===== src/rtl/postbox_sched.sv =====
// Tx byte scheduler (2 requesters, burst-limited round robin) plus rx unloader for a POST engine; fully registered, ready pulses only in T_IDLE.
// Rx holds one byte until the consumer takes it, leaving pc_rxfull unserviced meanwhile; POSTBOX_SCHED_STATS_EN adds tx/rx byte counters.
module postbox_sched #(
  parameter int BURST_MAX   = 4,
  parameter int RX_WAIT_MAX = 480
) (
  input  logic        refclk,
  input  logic        rst_n,
  input  logic [7:0]  req0_data,
  input  logic        req0_valid,
  output logic        req0_ready,
  input  logic [7:0]  req1_data,
  input  logic        req1_valid,
  output logic        req1_ready,
  output logic [7:0]  rx_data,
  output logic        rx_valid,
  input  logic        rx_ready,
  output logic [7:0]  pc_txin,
  output logic        pc_txstart,
  input  logic        pc_txempty,
  input  logic [7:0]  pc_rxout,
  input  logic        pc_rxfull,
  output logic        pc_rxreset,
  output logic        grant,
  output logic        rx_err
`ifdef POSTBOX_SCHED_STATS_EN
  ,
  output logic [15:0] tx_count,
  output logic [15:0] rx_count
`endif
);

  localparam int WAIT_W = $clog2(RX_WAIT_MAX + 1);

  typedef enum logic [1:0] {T_IDLE, T_ISSUE, T_WAIT} t_state_t;
  typedef enum logic [1:0] {R_IDLE, R_CLEAR, R_HOLD} r_state_t;

  t_state_t          t_state;
  r_state_t          r_state;
  logic [3:0]        burst_cnt;
  logic [3:0]        burst_nxt;
  logic              wait_cnt;
  logic [WAIT_W-1:0] clr_cnt;
  logic              cur_vld;
  logic              oth_vld;
  logic              sel;
  logic              tx_take;
  logic              rx_hs;

  // Stay with the grantee while it has data and burst budget; otherwise hand over if the other side wants it.
  always_comb begin
    cur_vld   = grant ? req1_valid : req0_valid;
    oth_vld   = grant ? req0_valid : req1_valid;
    sel       = grant;
    burst_nxt = 4'd1;
    if (cur_vld && (burst_cnt < 4'(BURST_MAX))) begin
      burst_nxt = burst_cnt + 4'd1;
    end else if (oth_vld) begin
      sel = ~grant;
    end
  end

  assign tx_take    = (t_state == T_IDLE) && pc_txempty && (req0_valid || req1_valid);
  assign req0_ready = tx_take && !sel;
  assign req1_ready = tx_take && sel;
  assign rx_hs      = rx_valid && rx_ready;

  always_ff @(posedge refclk or negedge rst_n) begin
    if (!rst_n) begin
      t_state    <= T_IDLE;
      pc_txin    <= 8'h00;
      pc_txstart <= 1'b0;
      grant      <= 1'b0;
      burst_cnt  <= 4'd0;
      wait_cnt   <= 1'b0;
`ifdef POSTBOX_SCHED_STATS_EN
      tx_count   <= 16'h0000;
`endif
    end else begin
      case (t_state)
        T_IDLE: begin
          pc_txstart <= 1'b0;
          if (tx_take) begin
            pc_txin   <= sel ? req1_data : req0_data;
            grant     <= sel;
            burst_cnt <= burst_nxt;
            t_state   <= T_ISSUE;
`ifdef POSTBOX_SCHED_STATS_EN
            tx_count  <= tx_count + 16'h0001;
`endif
          end
        end
        T_ISSUE: begin
          pc_txstart <= 1'b1;
          wait_cnt   <= 1'b0;
          t_state    <= T_WAIT;
        end
        T_WAIT: begin
          pc_txstart <= 1'b0;
          // Engine never left empty: it missed the strobe, so strobe the same byte again.
          if (!pc_txempty) t_state <= T_IDLE;
          else if (wait_cnt) t_state <= T_ISSUE;
          else wait_cnt <= 1'b1;
        end
        default: t_state <= T_IDLE;
      endcase
    end
  end

  always_ff @(posedge refclk or negedge rst_n) begin
    if (!rst_n) begin
      r_state    <= R_IDLE;
      rx_data    <= 8'h00;
      rx_valid   <= 1'b0;
      pc_rxreset <= 1'b0;
      rx_err     <= 1'b0;
      clr_cnt    <= '0;
`ifdef POSTBOX_SCHED_STATS_EN
      rx_count   <= 16'h0000;
`endif
    end else begin
`ifdef POSTBOX_SCHED_STATS_EN
      if (rx_hs) rx_count <= rx_count + 16'h0001;
`endif
      case (r_state)
        R_IDLE: begin
          pc_rxreset <= 1'b0;
          if (pc_rxfull) begin
            rx_data    <= pc_rxout;
            rx_valid   <= 1'b1;
            pc_rxreset <= 1'b1;
            clr_cnt    <= '0;
            r_state    <= R_CLEAR;
          end
        end
        R_CLEAR: begin
          pc_rxreset <= 1'b0;
          if (rx_hs) rx_valid <= 1'b0;
          // Byte may already be consumed here; only skip R_HOLD once the engine has dropped rxfull.
          if (!pc_rxfull) begin
            r_state <= (rx_valid && !rx_ready) ? R_HOLD : R_IDLE;
          end else if (clr_cnt == WAIT_W'(RX_WAIT_MAX - 1)) begin
            rx_err  <= 1'b1;
            r_state <= R_HOLD;
          end else begin
            clr_cnt <= clr_cnt + 1'b1;
          end
        end
        R_HOLD: begin
          if (rx_hs) begin
            rx_valid <= 1'b0;
            r_state  <= R_IDLE;
          end else if (!rx_valid) begin
            r_state <= R_IDLE;
          end
        end
        default: r_state <= R_IDLE;
      endcase
    end
  end

endmodule


===== config.mk =====
export PLATFORM = sky130hd
export DESIGN_NAME = postbox_sched
export DESIGN_NICKNAME = d
export VERILOG_FILES = /design/src/rtl/postbox_sched.sv
export SDC_FILE = /design/constraint.sdc
export NUM_CORES = 1
export LEC_CHECK = 0
export ABC_CLOCK_PERIOD_IN_PS = 2300
export BUFFER_PORTS_ARGS = -buffer_cell sky130_fd_sc_hd__buf_2
export CORE_ASPECT_RATIO = 1.2
export CORE_UTILIZATION = 30
export CTS_CLUSTER_DIAMETER = 80
export DETAILED_ROUTE_END_ITERATION = 6
export GPL_ROUTABILITY_DRIVEN = 0
export SLEW_MARGIN = 20
export SYNTH_ARGS = -nofsm -noshare
export SYNTH_HDL_FRONTEND = slang
export SYNTH_SLANG_ARGS = --single-unit

===== constraint.sdc =====
create_clock -name refclk -period 2.3 [get_ports refclk]
set_clock_uncertainty 0.15 [all_clocks]
set_input_delay 0.69 -clock refclk [delete_from_list [all_inputs] [get_ports refclk]]
set_output_delay 0.69 -clock refclk [all_outputs]
set_load 0.03 [all_outputs]

======== Word level (Yosys, flattened, before mapping) ========
Index checks and enable logic that the tools add are counted.
cells by class
  reductions and logical operators ........ 26
  muxes and demuxes ....................... 29
  add/subtract/negate cells ............... 2
  bitwise gates (word level) .............. 1
  eq/ne operators ......................... 14
  magnitude comparators ................... 1
operators with widths
  operator                                                    count
  2-to-1 mux 9 bit                                            3
  2-to-1 mux 2 bit                                            9
  case mux 9 bit (2 select lines)                             1
  case mux 2 bit (3 select lines)                             2
  != test 2 bit, second input constant                        5
  adder 9 x 1 -> 9 bit, second input constant                 1
  == test 9 bit, second input constant                        1
  != test 3 bit, second input constant                        3
  AND reduction 3 bit                                         3
  2-to-1 mux 1 bit                                            8
  2-to-1 mux 8 bit                                            1
  case mux 1 bit (2 select lines)                             4
  AND reduction 2 bit                                         4
  nonzero test 2 bit                                          4
  logical AND 1 bit                                           7
  adder 4 x 1 -> 4 bit, second input constant                 1
  == test 2 x 1 -> 1 bit, second input constant               2
  == test 2 bit, second input constant                        2
  logical NOT 2 bit                                           2
  less-than comparator 4 x 3 -> 1 bit, second input constant  1
  2-to-1 mux 4 bit                                            1
  AND reduction 4 bit                                         1
  OR reduction 2 bit                                          2
  logical NOT 1 bit                                           2
  other kinds (3)                                             3
word-level totals
  register bits ........................... 39
  logic and storage cells ................. 85

======== Logic depth before layout (Yosys ltp) ========
Gate-level depths: netlist (run 1).
  depth after elaboration ................. 5
  depth in mapped cells ................... 7
  depth with buffers taken out ............ 6

======== Least setup slack after synthesis (run 1) ========
OpenSTA, ideal clock, no wires.
  kind .................................... input to output
  start ................................... input port req0_valid
  end ..................................... output port req1_ready
  path buffers ............................ 1
  stages on the path ...................... 4
  required time ........................... 1460 ps
  data arrival time ....................... 1704 ps
  path slack .............................. -244 ps
  path through ............................ o21bai_1 > o211ai_1 > buf_2 > nor2b_1
between the ends
  longest elaborated chain between the ends .. 4
  elaborated cells on any way between the ends .. 8
ends and longest elaborated chain
  item                                                   line    source
  start, declared                                        10      input logic req0_valid,
  2-to-1 mux 1 bit (on tied branches)                    53, 52
  2-to-1 mux 1 bit or logical AND 1 bit (tied branches)  58, 56
  2-to-1 mux 1 bit                                       56      if (cur_vld && (burst_cnt < 4'(BURST_MAX))) begin
  logical AND 1 bit *                                    65      assign req1_ready = tx_take && sel;
  end, declared                                          14      output logic req1_ready,
Mark *: on every way between the ends. The rest lies on a longest branch, timed or not.

======== Worst setup path in the final report (run 1) ========
  start ................................... register grant
  end ..................................... output port req0_ready
between the ends
  longest elaborated chain between the ends .. 5
  elaborated cells on any way between the ends .. 8
ends and longest elaborated chain
  item                                                   line    source
  start, declared                                        24      output logic grant,
  start signal, assigned                                 85      grant <= sel;
  2-to-1 mux 1 bit, or another cell as far along         53      oth_vld = grant ? req0_valid : req1_valid;
  2-to-1 mux 1 bit or logical AND 1 bit (tied branches)  58, 56
  2-to-1 mux 1 bit *                                     56
  logical NOT 1 bit *                                    64      assign req0_ready = tx_take && !sel;
  logical AND 1 bit *                                    64
  end, declared                                          11      output logic req0_ready,
Marked as above.

==> metrics.md, run 1 <==
| Metric | Value |
|---|---|
| Worst hold slack | `0.291 ns` |
| Cell chain of the critical path | `buf_4, nand4bb_1, o211ai_1, buf_4, nor2_4, buf_6` |
| Die height | `slightly below 90 µm` |
| Fin cells | `~320` |
| Root Buffer | `clkbuf_8` |
| P_sw | `1310 µW` |
| Yosys reg bits | `39` |
| IO buf count | `53` |
| Syn Area/Cell | `~11 µm²` |
| Worst path most repeated cell | `buf_4` |
| Overall global routing resource usage | `between 10% and 20%` |
| Num CTS Buffers | `5` |
| Run status | `completed` |
| Cell Area, Synth | `0.00187 mm²` |
| Dpl cells | `approximately 310` |
| Max stage delay on crit path | `between 0.4 and 0.5 ns` |
| Reg2reg start | `clr_cnt[0]$_DFFE_PN0P_` |
| Die W | `74.0 µm` |
| Register area share after synthesis | `52.2%` |
| Placed cell areas | `roughly 0.0023 mm²` |
| Startpoint Class | `register` |
| Final Instance Area | `0.00244 mm²` |
| FF-to-FF End | `r_state[0]$_DFFE_PN0P_` |
| Sequential share of power | `between 30% and 40%` |
| Clk pin slew, worst setup/hold paths | `about 0.08 ns` |
| First-pass GRT wire length | `approximately 6.3 mm` |
| Area grow syn2layout | `30.7%` |
| Post-synth EDFFs | `0` |
| H-tree depth | `2` |
| DRC Markers | `0` |
| Clk Latency, worst-skew pair | `around 0.30 ns` |
| Final min period | `2.29 ns` |
| Async SR Flop Fraction | `100%` |
| Core footprint | `0.00601 mm²` |
| Initial antenna violation count | `0` |
| Worst R2R Setup Slack | `between 0.2 and 0.3 ns` |
| Sw frac | `about 43%` |
| Worst Max-Slew Pin Slew | `roughly 0.50 ns` |
| Top FF cell, synth | `dfrtp_1` |
| Critical Path Source | `grant$_DFFE_PN0P_` |
| P_int | `about 1800 µW` |
| CP Depth | `6` |
| Util after Layout | `roughly 40%` |
| Max Fclk | `0.437 GHz` |
| Clock sink count | `39` |
| P_leak | `around 0.0012 µW` |
| Worst path slowest cell | `dfrtp_1` |
| Maximum vdd drop | `0.562 mV` |
| Worst EP arrival | `roughly 1.5 ns` |
| Vias in the first global route | `around 1,400` |
| GRT overflow | `0` |
| Slew Limit Fails | `0` |
| R2R cell count | `5` |
| Max-cap violations | `0` |
| Dpl hpwl | `~2.7 mm` |
| Pin count of the biggest net entering global routing | `40` |
| Slew headroom | `between 60 and 70%` |
| Critical Path Sink | `req0_ready` |
| Cell variety after synth | `34` |
| Vias/cell | `4.60` |
| Most frequent cells in the layout | `50 x buf_2, 39 x dfrtp_1, 17 x nand2_1` |
| DR vias | `~1,500` |
| Post-Route WL | `between 3 and 4 mm` |
| Share of layout cells above drive strength 1 | `between 30% and 40%` |
| Worst-case clock buffer depth | `2` |
| Comb pwr share | `between 40% and 50%` |
| Area share of the largest cell type after synthesis | `between 50 and 60%` |
| Die Area | `around 0.0065 mm²` |
| Top Family by Delay on Critical Path | `buffers and inverters` |
| Clock power frac | `between 10% and 20%` |
| Io pins | `54` |
| Num rows | `31` |
| Synth Net Count | `slightly above 200` |
| CTS tree | `built` |
| Drt wl/cell | `between 10 and 15 µm` |
| WP data required | `1.46 ns` |
| CP endpoint kind | `output pin` |
| Min-delay worst type | `in2async` |
| Pwr Density | `1270 mW/mm²` |
| Hold Buf Count CTS | `0` |
| Critical setup path kind | `reg2out` |
| # diodes | `0` |
| Count of buffer and inverter cells on the critical path | `3` |
| Commonest non-fill, non-tap cell in the layout | `buf_2` |
| Detailed-router iteration count before antenna repair | `4` |
| Unrepaired setup endpoints after global routing | `true` |
| Initial Utilization | `a little under a third` |
| Final period utilization | `between 90% and 100%` |
| Synth top area cells | `dfrtp_1 52%, mux2_2 6.0%, mux2i_1 5.9%` |
| Starting DRT DRC Count | `44` |
| NumNets Final | `roughly 270` |
| Area leader, netlist | `dfrtp_1` |
| Hold Vio Cnt, Final | `0` |
| CP Max Fanout | `4` |
| Synth Warn # | `0` |
| Final setup fails | `0` |
| Routed Antenna Nets | `0` |
| Synthesized instance count | `~170` |
[per-stage QoR]
step	power [µW]	setup TNS, ns	worst slack [ns]
4_1_cts	3110	-0.00418	-0.00418
3_5_place_dp	2600	-0.0575	-0.0555
5_1_grt	3330	-0.155	-0.0779
2_1_floorplan	2160	-0.0870	-0.0519
6_report	3090	0	0.0118
3_3_place_gp	2570	-0.0297	-0.0297
[synthesized netlist by cell type, drive strengths merged, types with 3 or more instances]
cell type / count
nor2b: 3
a21oi: 5
nand2: 17
nor2: 7
nand3: 9
nand2b: 4
mux2: 10
inv: 6
buf: 3
ha: 7
a22o: 6
o21ai: 16
dfrtp: 39
mux2i: 11
[timing repair]
item                                   4_1_cts  5_1_grt
gates resized for setup                      3        5
pin swaps                                    1        3
buffers inserted                             1        2
setup endpoints to repair                    2        2
gates cloned                                 0        0
endpoints found under the hold margin        0        0
[logic make-up (layout without fill, tap and decap cells)]
family                     Yosys count  count (layout)  share of synthesized area, %
and+or+nand+nor                     50              50                          13.9
DFF                                 39              39                          52.2
AOI/OAI and AO/OA                   38              38                          13.9
muxes                               21              21                          11.9
buffers and inverters               11              79                          2.41
adders and majority gates            7               7                          4.69
xor gates and xnor gates             2               2                         0.938
[final cells by class]
| class | instances | area [µm²] |
|---|---|---|
| Fill cell | 597 | 3570 |
| Sequential cell | 39 | 976 |
| Clock inverter | 3 | 23.8 |
| Clock buffer | 5 | 68.8 |
| Multi-Input combinational cell | 118 | 870 |
| Timing Repair Buffer | 65 | 378 |
| Inverter | 6 | 22.5 |
| Tap cell | 82 | 103 |
[state kept, by name, summed over array words and instances (netlist names)]
signal / flops
burst_cnt: 4
clr_cnt: 9
grant: 1
pc_rxreset: 1
pc_txin: 8
pc_txstart: 1
r_state: 2
rx_data: 8
rx_err: 1
rx_valid: 1
t_state: 2
wait_cnt: 1
[worst min path at each step]
stage | depth (start not counted) | to | startpoint | slack (ns)
final | 2 | clr_cnt[4]$_DFFE_PN0P_ | rst_n | 0.29
after global routing | 2 | pc_txin[3]$_DFFE_PN0P_ | rst_n | 0.34
after CTS | 2 | pc_txin[3]$_DFFE_PN0P_ | rst_n | 0.30
after detailed placement | 1 | rx_err$_DFFE_PN0P_ | rx_err$_DFFE_PN0P_ | 0.31
after global placement | 2 | pc_txin[2]$_DFFE_PN0P_ | pc_txin[2]$_DFFE_PN0P_ | 0.31
after floorplan | 0 | burst_cnt[0]$_DFFE_PN0P_ | rst_n | 0.24
[power by group through the flow]
stage	combinational, µW	sequential [µW]	clock (µW)
finish	1450	1170	475
detailed placement	1420	1180	0
floorplan	669	1490	0
CTS	1440	1170	504
global placement	1390	1180	0
global route	1590	1220	525
[routing by layer]
metal,global-route usage [%],vias to the layer above,share of wire [%]
met2,19.7,40,44
li1,-,735,-
met3,4.10,7,6.2
met1,16.2,681,48
met4,4.72,0,1.5
met5,0,-,0
No activity file was read; power rests on OpenSTA's default activity.
==> run 2: changes to the inputs <==
--- a/config.mk
+++ b/config.mk
@@ -5,8 +5,10 @@
 export SDC_FILE = /design/constraint.sdc
 export NUM_CORES = 1
 export LEC_CHECK = 0
+export ABC_AREA = 1
 export ABC_CLOCK_PERIOD_IN_PS = 2300
 export BUFFER_PORTS_ARGS = -buffer_cell sky130_fd_sc_hd__buf_2
+export CAP_MARGIN = 20
 export CORE_ASPECT_RATIO = 1.2
 export CORE_UTILIZATION = 30
 export CTS_CLUSTER_DIAMETER = 80
==> metrics.md, run 2 <==
| Metric | Value |
|---|---|
| P_sw | `1360 µW (+3.8%)` |
| Final setup fails | `0 (unchanged)` |
| Worst path slowest cell | `dfrtp_1` |
| Commonest non-fill, non-tap cell in the layout | `nand2_1` |
| Initial antenna violation count | `0 (unchanged)` |
| Pwr Density | `1170 mW/mm² (-7.9%)` |
| Max Fclk | `0.442 GHz (+1.2%)` |
| Maximum vdd drop | `0.560 mV (-0.39%)` |
| Min-delay worst type | `in2async` |
| Root Buffer | `clkbuf_8` |
| Storage cell area | `976 µm² (unchanged)` |
| NumNets Final | `351 (+29%)` |
| Share of layout cells above drive strength 1 | `30.0% (-7.7 points)` |
| First-pass GRT wire length | `7.45 mm (+18%)` |
| Clock sink count | `39 (unchanged)` |
| GRT overflow | `0 (unchanged)` |
| P_leak | `0.00139 µW (+14%)` |
| R2R cell count | `7 (+2)` |
| Util after Layout | `39.9% (-0.71 points)` |
| Vias/cell | `4.62 (+0.32%)` |
| Largest regs | `clr_cnt (9), pc_txin (8), rx_data (8)` |
| Most frequent cells in the layout | `89 x nand2_1, 50 x buf_2, 39 x dfrtp_1` |
| Run status | `completed` |
| Drt wl/cell | `10.8 µm (-7.5%)` |
| Sequential share of power | `36.0% (-1.8 points)` |
| Worst Max-Slew Pin Slew | `0.405 ns (-0.0993 ns)` |
| Critical setup path kind | `reg2out` |
| Max FFs per register | `9 (unchanged)` |
| Most frequent cell after synthesis | `nand2_1` |
| Syn Area/Cell | `8.17 µm² (-26%)` |
| Synthesized instance count | `248 (+48%)` |
| Post-synth EDFFs | `0 (unchanged)` |
| Worst R2R Setup Slack | `0.56 ns (+0.28 ns)` |
| Area leader, netlist | `dfrtp_1` |
| Cell Area, Synth | `0.00203 mm² (+8.5%)` |
| Core footprint | `0.00649 mm² (+7.9%)` |
| Pin count of the biggest net entering global routing | `40 (unchanged)` |
| WP data required | `1.46 ns (about the same)` |
| FF-to-FF End | `clr_cnt[0]$_DFFE_PN0P_` |
| Worst hold slack | `0.200 ns (-0.0909 ns)` |
| Yosys reg bits | `39 (unchanged)` |
| Synth Net Count | `286 (+39%)` |
| # diodes | `0 (unchanged)` |
| Die Area | `0.00709 mm² (+8.3%)` |
| Startpoint Class | `register` |
| Cell chain of the critical path | `buf_4, o21ai_4, nand2_4, a21oi_4, buf_6` |
| Num rows | `32 (+3.2%)` |
| Async SR Flop Fraction | `100% (unchanged)` |
| Vias in the first global route | `1,785 (+30%)` |
| Max stage delay on crit path | `0.42 ns (about the same)` |
| P_int | `1650 µW (-6.9%)` |
| Unrepaired setup endpoints after global routing | `true` |
| H-tree depth | `2 (unchanged)` |
| Detailed-router iteration count before antenna repair | `6 (+2)` |
| CTS tree | `built` |
| Initial Utilization | `31.2% (+0.18 points)` |
| IO buf count | `53 (unchanged)` |
| Synth top area cells | `dfrtp_1 48%, nand2_1 17%, nand3_1 7.4%` |
| Hold Buf Count CTS | `0 (unchanged)` |
| Largest Register | `clr_cnt` |
| Starting DRT DRC Count | `43 (-2.3%)` |
| Comb pwr share | `48.4% (+1.6 points)` |
| Die height | `92.0 µm (+4.1%)` |
| Clk Latency, worst-skew pair | `0.28 ns (-0.02 ns)` |
| Clk pin slew, worst setup/hold paths | `0.08 ns (about the same)` |
| Cell variety after synth | `24 (-29%)` |
| Commonest cells in the netlist | `92 x nand2_1, 39 x dfrtp_1, 30 x nand3_1` |
| Num CTS Buffers | `5 (unchanged)` |
| Routed Antenna Nets | `0 (unchanged)` |
| Post-Route WL | `4.31 mm (+16%)` |
| Clock power frac | `15.6% (+0.2 points)` |
| Sw frac | `45.2% (+2.7 points)` |
| Synth Warn # | `0 (unchanged)` |
| Dpl hpwl | `3.16 mm (+18%)` |
| Number of fill cells in the layout | `711 (+19%)` |
| Die W | `77.0 µm (+4.1%)` |
| Hold Vio Cnt, Final | `0 (unchanged)` |
| Worst-case clock buffer depth | `2 (unchanged)` |
| Io pins | `54 (unchanged)` |
| Overall global routing resource usage | `12.9% (+0.34 points)` |
| Area grow syn2layout | `27.7%` |
| Final period utilization | `98.3% (-1.2 points)` |
| Area share of the largest cell type after synthesis | `48.1% (-4.1 points)` |
| Slew Limit Fails | `0 (unchanged)` |
| DRC Markers | `0 (unchanged)` |
| Reg2reg start | `r_state[1]$_DFFE_PN0P_` |
| CP endpoint kind | `output pin` |
| CP Max Fanout | `4 (unchanged)` |
| Register area share after synthesis | `48.1% (-4.1 points)` |
| Top FF cell, synth | `dfrtp_1` |
| Top Family by Delay on Critical Path | `flip-flops` |
| Slew headroom | `73.0% (+6.6 points)` |
| Area occupied by multi-input gates | `960 µm² (+10%)` |
| Final min period | `2.26 ns (-0.0271 ns)` |
| Max-cap violations | `0 (unchanged)` |
| Worst EP arrival | `1.42 ns (-0.03 ns)` |
| Count of buffer and inverter cells on the critical path | `2 (-1)` |
| DR vias | `1,837 (+26%)` |
[run 2: changes by cell type after synthesis, moves of 3 or more]
| cell | delta |
|---|---|
| nand2b_1 | -4 |
| nand3_1 | +21 |
| inv_1 | +17 |
| nand3_2 | +3 |
| mux2_2 | -10 |
| nand4_1 | +8 |
| nand2_1 | +75 |
| a22o_1 | -6 |
| mux2i_1 | -10 |
| nor2b_1 | -3 |
| o21ai_2 | +5 |
| o21ai_0 | -10 |
| nand2_2 | +3 |
[run 2: worst max-delay path by stage]
stage / from / slack (ns) / cells after the start / to
floorplan: req1_valid / -0.007 / 6 / req1_ready
global placement: req1_valid / 0.002 / 5 / req0_ready
detailed placement: req1_valid / -0.03 / 5 / req0_ready
CTS: grant$_DFFE_PN0P_ / 0.009 / 8 / req1_ready
global route: grant$_DFFE_PN0P_ / -0.04 / 8 / req1_ready
finish: grant$_DFFE_PN0P_ / 0.04 / 5 / req0_ready
[run 2: area by class of cell]
type,instances,area share (%)
well taps,85,4.11
multi-input cells,180,37.1
inverters,24,3.48
clock buffers,6,3.19
repair buffers,63,14.2
flip-flops and latches,39,37.7
clock inverters,1,0.193
[run 2: power by group through the flow]
stage	Sequential (µW)	Combinational [µW]	Clock, µW
final	1090	1460	470
after global routing	1120	1620	522
after CTS	1090	1420	493
after global placement	1090	1390	0
after floorplan	1410	688	0
after detailed placement	1100	1410	0
[run 2: layer usage]
metal / global-route usage, % / wire, µm
met5: 0 / 0
met4: 4.25 / 41
met3: 2.79 / 159
met2: 24.3 / 2290
met1: 14.2 / 1820
[run 2: cells by family after synthesis]
| kind of cell | Yosys count | synth area share [%] |
|---|---|---|
| simple gates | 154 | 34.6 |
| buf+inv | 29 | 6.73 |
| fa+ha+maj | 7 | 4.32 |
| flops | 39 | 48.1 |
| mux | 1 | 0.494 |
| compound gates | 18 | 5.74 |
[run 2: through the flow]
step / power (µW) / setup slack (ns) / instances / cell area, µm² / setup TNS [ns]
after floorplan: 2090 / -0.00697 / 248 / 2030 / -0.00697
after global placement: 2480 / 0.00178 / 390 / 2440 / 0
after detailed placement: 2510 / -0.0338 / 390 / 2440 / -0.0533
after CTS: 3010 / 0.00891 / 397 / 2530 / 0
after global routing: 3270 / -0.0360 / 398 / 2590 / -0.0492
final: 3020 / 0.0389 / 398 / 2590 / 0
[run 2: repair_timing]
item                                    CTS  global route
cloned                                    0             0
resized for setup                         5            11
pin swaps                                 0             2
endpoints found under the setup margin    2             2
buffers inserted                          0             1
==> run 3: changes to the inputs <==
--- a/config.mk
+++ b/config.mk
@@ -5,11 +5,10 @@
 export SDC_FILE = /design/constraint.sdc
 export NUM_CORES = 1
 export LEC_CHECK = 0
-export ABC_AREA = 1
 export ABC_CLOCK_PERIOD_IN_PS = 2300
 export BUFFER_PORTS_ARGS = -buffer_cell sky130_fd_sc_hd__buf_2
 export CAP_MARGIN = 20
-export CORE_ASPECT_RATIO = 1.2
+export CORE_ASPECT_RATIO = 1.75
 export CORE_UTILIZATION = 30
 export CTS_CLUSTER_DIAMETER = 80
 export DETAILED_ROUTE_END_ITERATION = 6
==> metrics.md, run 3 (synthesis results as in run 1) <==
| Metric | Value |
|---|---|
| Drt wl/cell | `12.4 µm (+14%)` |
| Pin count of the biggest net entering global routing | `40 (unchanged)` |
| Initial antenna violation count | `0 (unchanged)` |
| Die Area | `0.00656 mm² (-7.5%)` |
| CP Max Fanout | `6 (+2)` |
| Area occupied by multi-input gates | `881 µm² (-8.2%)` |
| Worst-case clock buffer depth | `2 (unchanged)` |
| Overall global routing resource usage | `13.9% (+1.0 points)` |
| Final period utilization | `98.8% (+0.49 points)` |
| Placed cell areas | `0.00230 mm² (-5.7%)` |
| Largest Register | `clr_cnt` |
| Starting DRT DRC Count | `15 (-65%)` |
| Die height | `106 µm (+16%)` |
| CTS tree | `built` |
| Reg2reg start | `clr_cnt[0]$_DFFE_PN0P_` |
| Initial Utilization | `31.5% (+0.27 points)` |
| Sequential share of power | `37.7% (+1.7 points)` |
| Num rows | `37 (+16%)` |
| First-pass GRT wire length | `6.89 mm (-7.5%)` |
| Util after Layout | `41.4% (+1.5 points)` |
| Run status | `completed` |
| Pwr Density | `1280 mW/mm² (+9.7%)` |
| Num CTS Buffers | `5 (unchanged)` |
| Pre-CTS setup slack | `-0.0613 ns (-0.0275 ns)` |
| # diodes | `0 (unchanged)` |
| Die W | `61.7 µm (-20%)` |
| Core footprint | `0.00593 mm² (-8.6%)` |
| CP endpoint kind | `output pin` |
| P_int | `1840 µW (+11%)` |
| Most frequent cells in the layout | `50 x buf_2, 37 x dfrtp_1, 17 x nand2_1` |
| Root Buffer | `clkbuf_8` |
| IO buf count | `53 (unchanged)` |
| P_leak | `0.00122 µW (-12%)` |
| Vias in the first global route | `1,518 (-15%)` |
| Slew Limit Fails | `0 (unchanged)` |
| Io pins | `54 (unchanged)` |
| H-tree depth | `2 (unchanged)` |
| Worst R2R Setup Slack | `0.32 ns (-0.24 ns)` |
| Post-Route WL | `3.89 mm (-9.7%)` |
| Worst setup margin | `0.0277 ns (-0.0112 ns)` |
| Slew headroom | `68.2% (-4.9 points)` |
| Routed Antenna Nets | `0 (unchanged)` |
| Final Instance Area | `0.00245 mm² (-5.2%)` |
| Final setup fails | `0 (unchanged)` |
| Clk pin slew, worst setup/hold paths | `0.07 ns (about the same)` |
| Worst Max-Slew Pin Slew | `0.473 ns (+0.0685 ns)` |
| Max-cap violations | `0 (unchanged)` |
| Dpl cells | `304 (-22%)` |
| Storage cell area | `978 µm² (+0.26%)` |
| R2R cell count | `5 (-2)` |
| Maximum vdd drop | `0.584 mV (+4.2%)` |
| Largest regs | `clr_cnt (9), pc_txin (8), rx_data (8)` |
| DR vias | `1,476 (-20%)` |
| Clk Latency, worst-skew pair | `0.29 ns (about the same)` |
| Final min period | `2.27 ns (+0.0112 ns)` |
| Startpoint Class | `register` |
| Critical setup path kind | `reg2out` |
| Min-delay worst type | `in2async` |
| Hold Vio Cnt, Final | `0 (unchanged)` |
| NumNets Final | `273 (-22%)` |
| Number of fill cells in the layout | `634 (-11%)` |
| DRC Markers | `0 (unchanged)` |
| P_sw | `1300 µW (-4.9%)` |
| Fin cells | `314 (-21%)` |
| Comb pwr share | `46.2% (-2.2 points)` |
| Clock sink count | `39 (unchanged)` |
| Share of layout cells above drive strength 1 | `38.6% (+8.5 points)` |
| Dpl hpwl | `2.90 mm (-8.3%)` |
| Worst EP arrival | `1.43 ns (about the same)` |
| Max Fclk | `0.440 GHz (-0.49%)` |
| WP data required | `1.46 ns (about the same)` |
| Clock power frac | `16.1% (+0.5 points)` |
| GRT overflow | `0 (unchanged)` |
| Sw frac | `41.4% (-3.9 points)` |
| Area grow syn2layout | `31.3%` |
| Unrepaired setup endpoints after global routing | `true` |
| Vias/cell | `4.70 (+1.8%)` |
| Detailed-router iteration count before antenna repair | `4 (-2)` |
| Max FFs per register | `9 (unchanged)` |
| FF-to-FF End | `r_state[0]$_DFFE_PN0P_` |
| Commonest non-fill, non-tap cell in the layout | `buf_2` |
| Setup TNS | `0 ns (unchanged)` |
## run 3: cell types whose count changed in the layout (fill, tap and decap cells not counted), sizes merged, moves of 6 or more
cell / before / now
nand2: 96 / 17
a22o: 0 / 6
inv: 24 / 6
mux2: 0 / 10
nand3: 33 / 9
mux2i: 1 / 11
nand4: 10 / 2
## run 3: worst max-delay path, stage by stage (launching register included)
cell      delay, ns
dfrtp_2        0.46
nand2b_4       0.15
o211ai_1       0.21
nor2b_4        0.20
buf_6          0.13
## run 3: final cells by class
| class | count | share of cell area, % |
|---|---|---|
| tap | 78 | 3.98 |
| timing repair buffer | 65 | 15.2 |
| sequential | 39 | 39.9 |
| multi-input combinational | 118 | 35.9 |
| clock buffer | 8 | 4.08 |
| inverter | 6 | 0.918 |
## run 3: worst max path at each step
| stage | start | to | slack (ns) | cells after the start |
|---|---|---|---|---|
| after CTS | t_state[1]$_DFFE_PN0P_ | req1_ready | 0.01 | 5 |
| after floorplan | req0_valid | req0_ready | -0.05 | 3 |
| after global routing | grant$_DFFE_PN0P_ | req1_ready | -0.05 | 4 |
| after global placement | req1_valid | req0_ready | -0.04 | 6 |
| after detailed placement | req1_valid | req0_ready | -0.06 | 6 |
| final | grant$_DFFE_PN0P_ | req1_ready | 0.03 | 4 |
## run 3: metrics by stage
| stage | hold WS, ns | total power [µW] |
|---|---|---|
| floorplan | 0.244 | 2160 |
| global placement | 0.301 | 2580 |
| detailed placement | 0.310 | 2610 |
| CTS | 0.308 | 3160 |
| global route | 0.330 | 3380 |
| finish | 0.292 | 3140 |
## run 3: layer usage
layer | share of wire, % | up-vias | GRT usage (%) | wire length [µm]
met1 | 38 | 697 | 14.8 | 1480
met5 | 0 | - | 0 | 0
met4 | 1.5 | 0 | 4.76 | 59
met3 | 3.7 | 6 | 3.04 | 145
li1 | - | 733 | - | -
met2 | 57 | 40 | 25.6 | 2210
## run 3: power by group through the flow
stage / logic (µW) / clock network (µW) / registers, µW
final: 1450 / 505 / 1180
after global routing: 1590 / 550 / 1240
after CTS: 1460 / 528 / 1180
after detailed placement: 1430 / 0 / 1180
after global placement: 1400 / 0 / 1180
after floorplan: 669 / 0 / 1490
## run 3: what timing repair did
item,4_1_cts,5_1_grt
pin swaps,3,1
buffers inserted,2,0
setup endpoints to repair,2,2
hold buffers,0,0
resized for setup,5,5
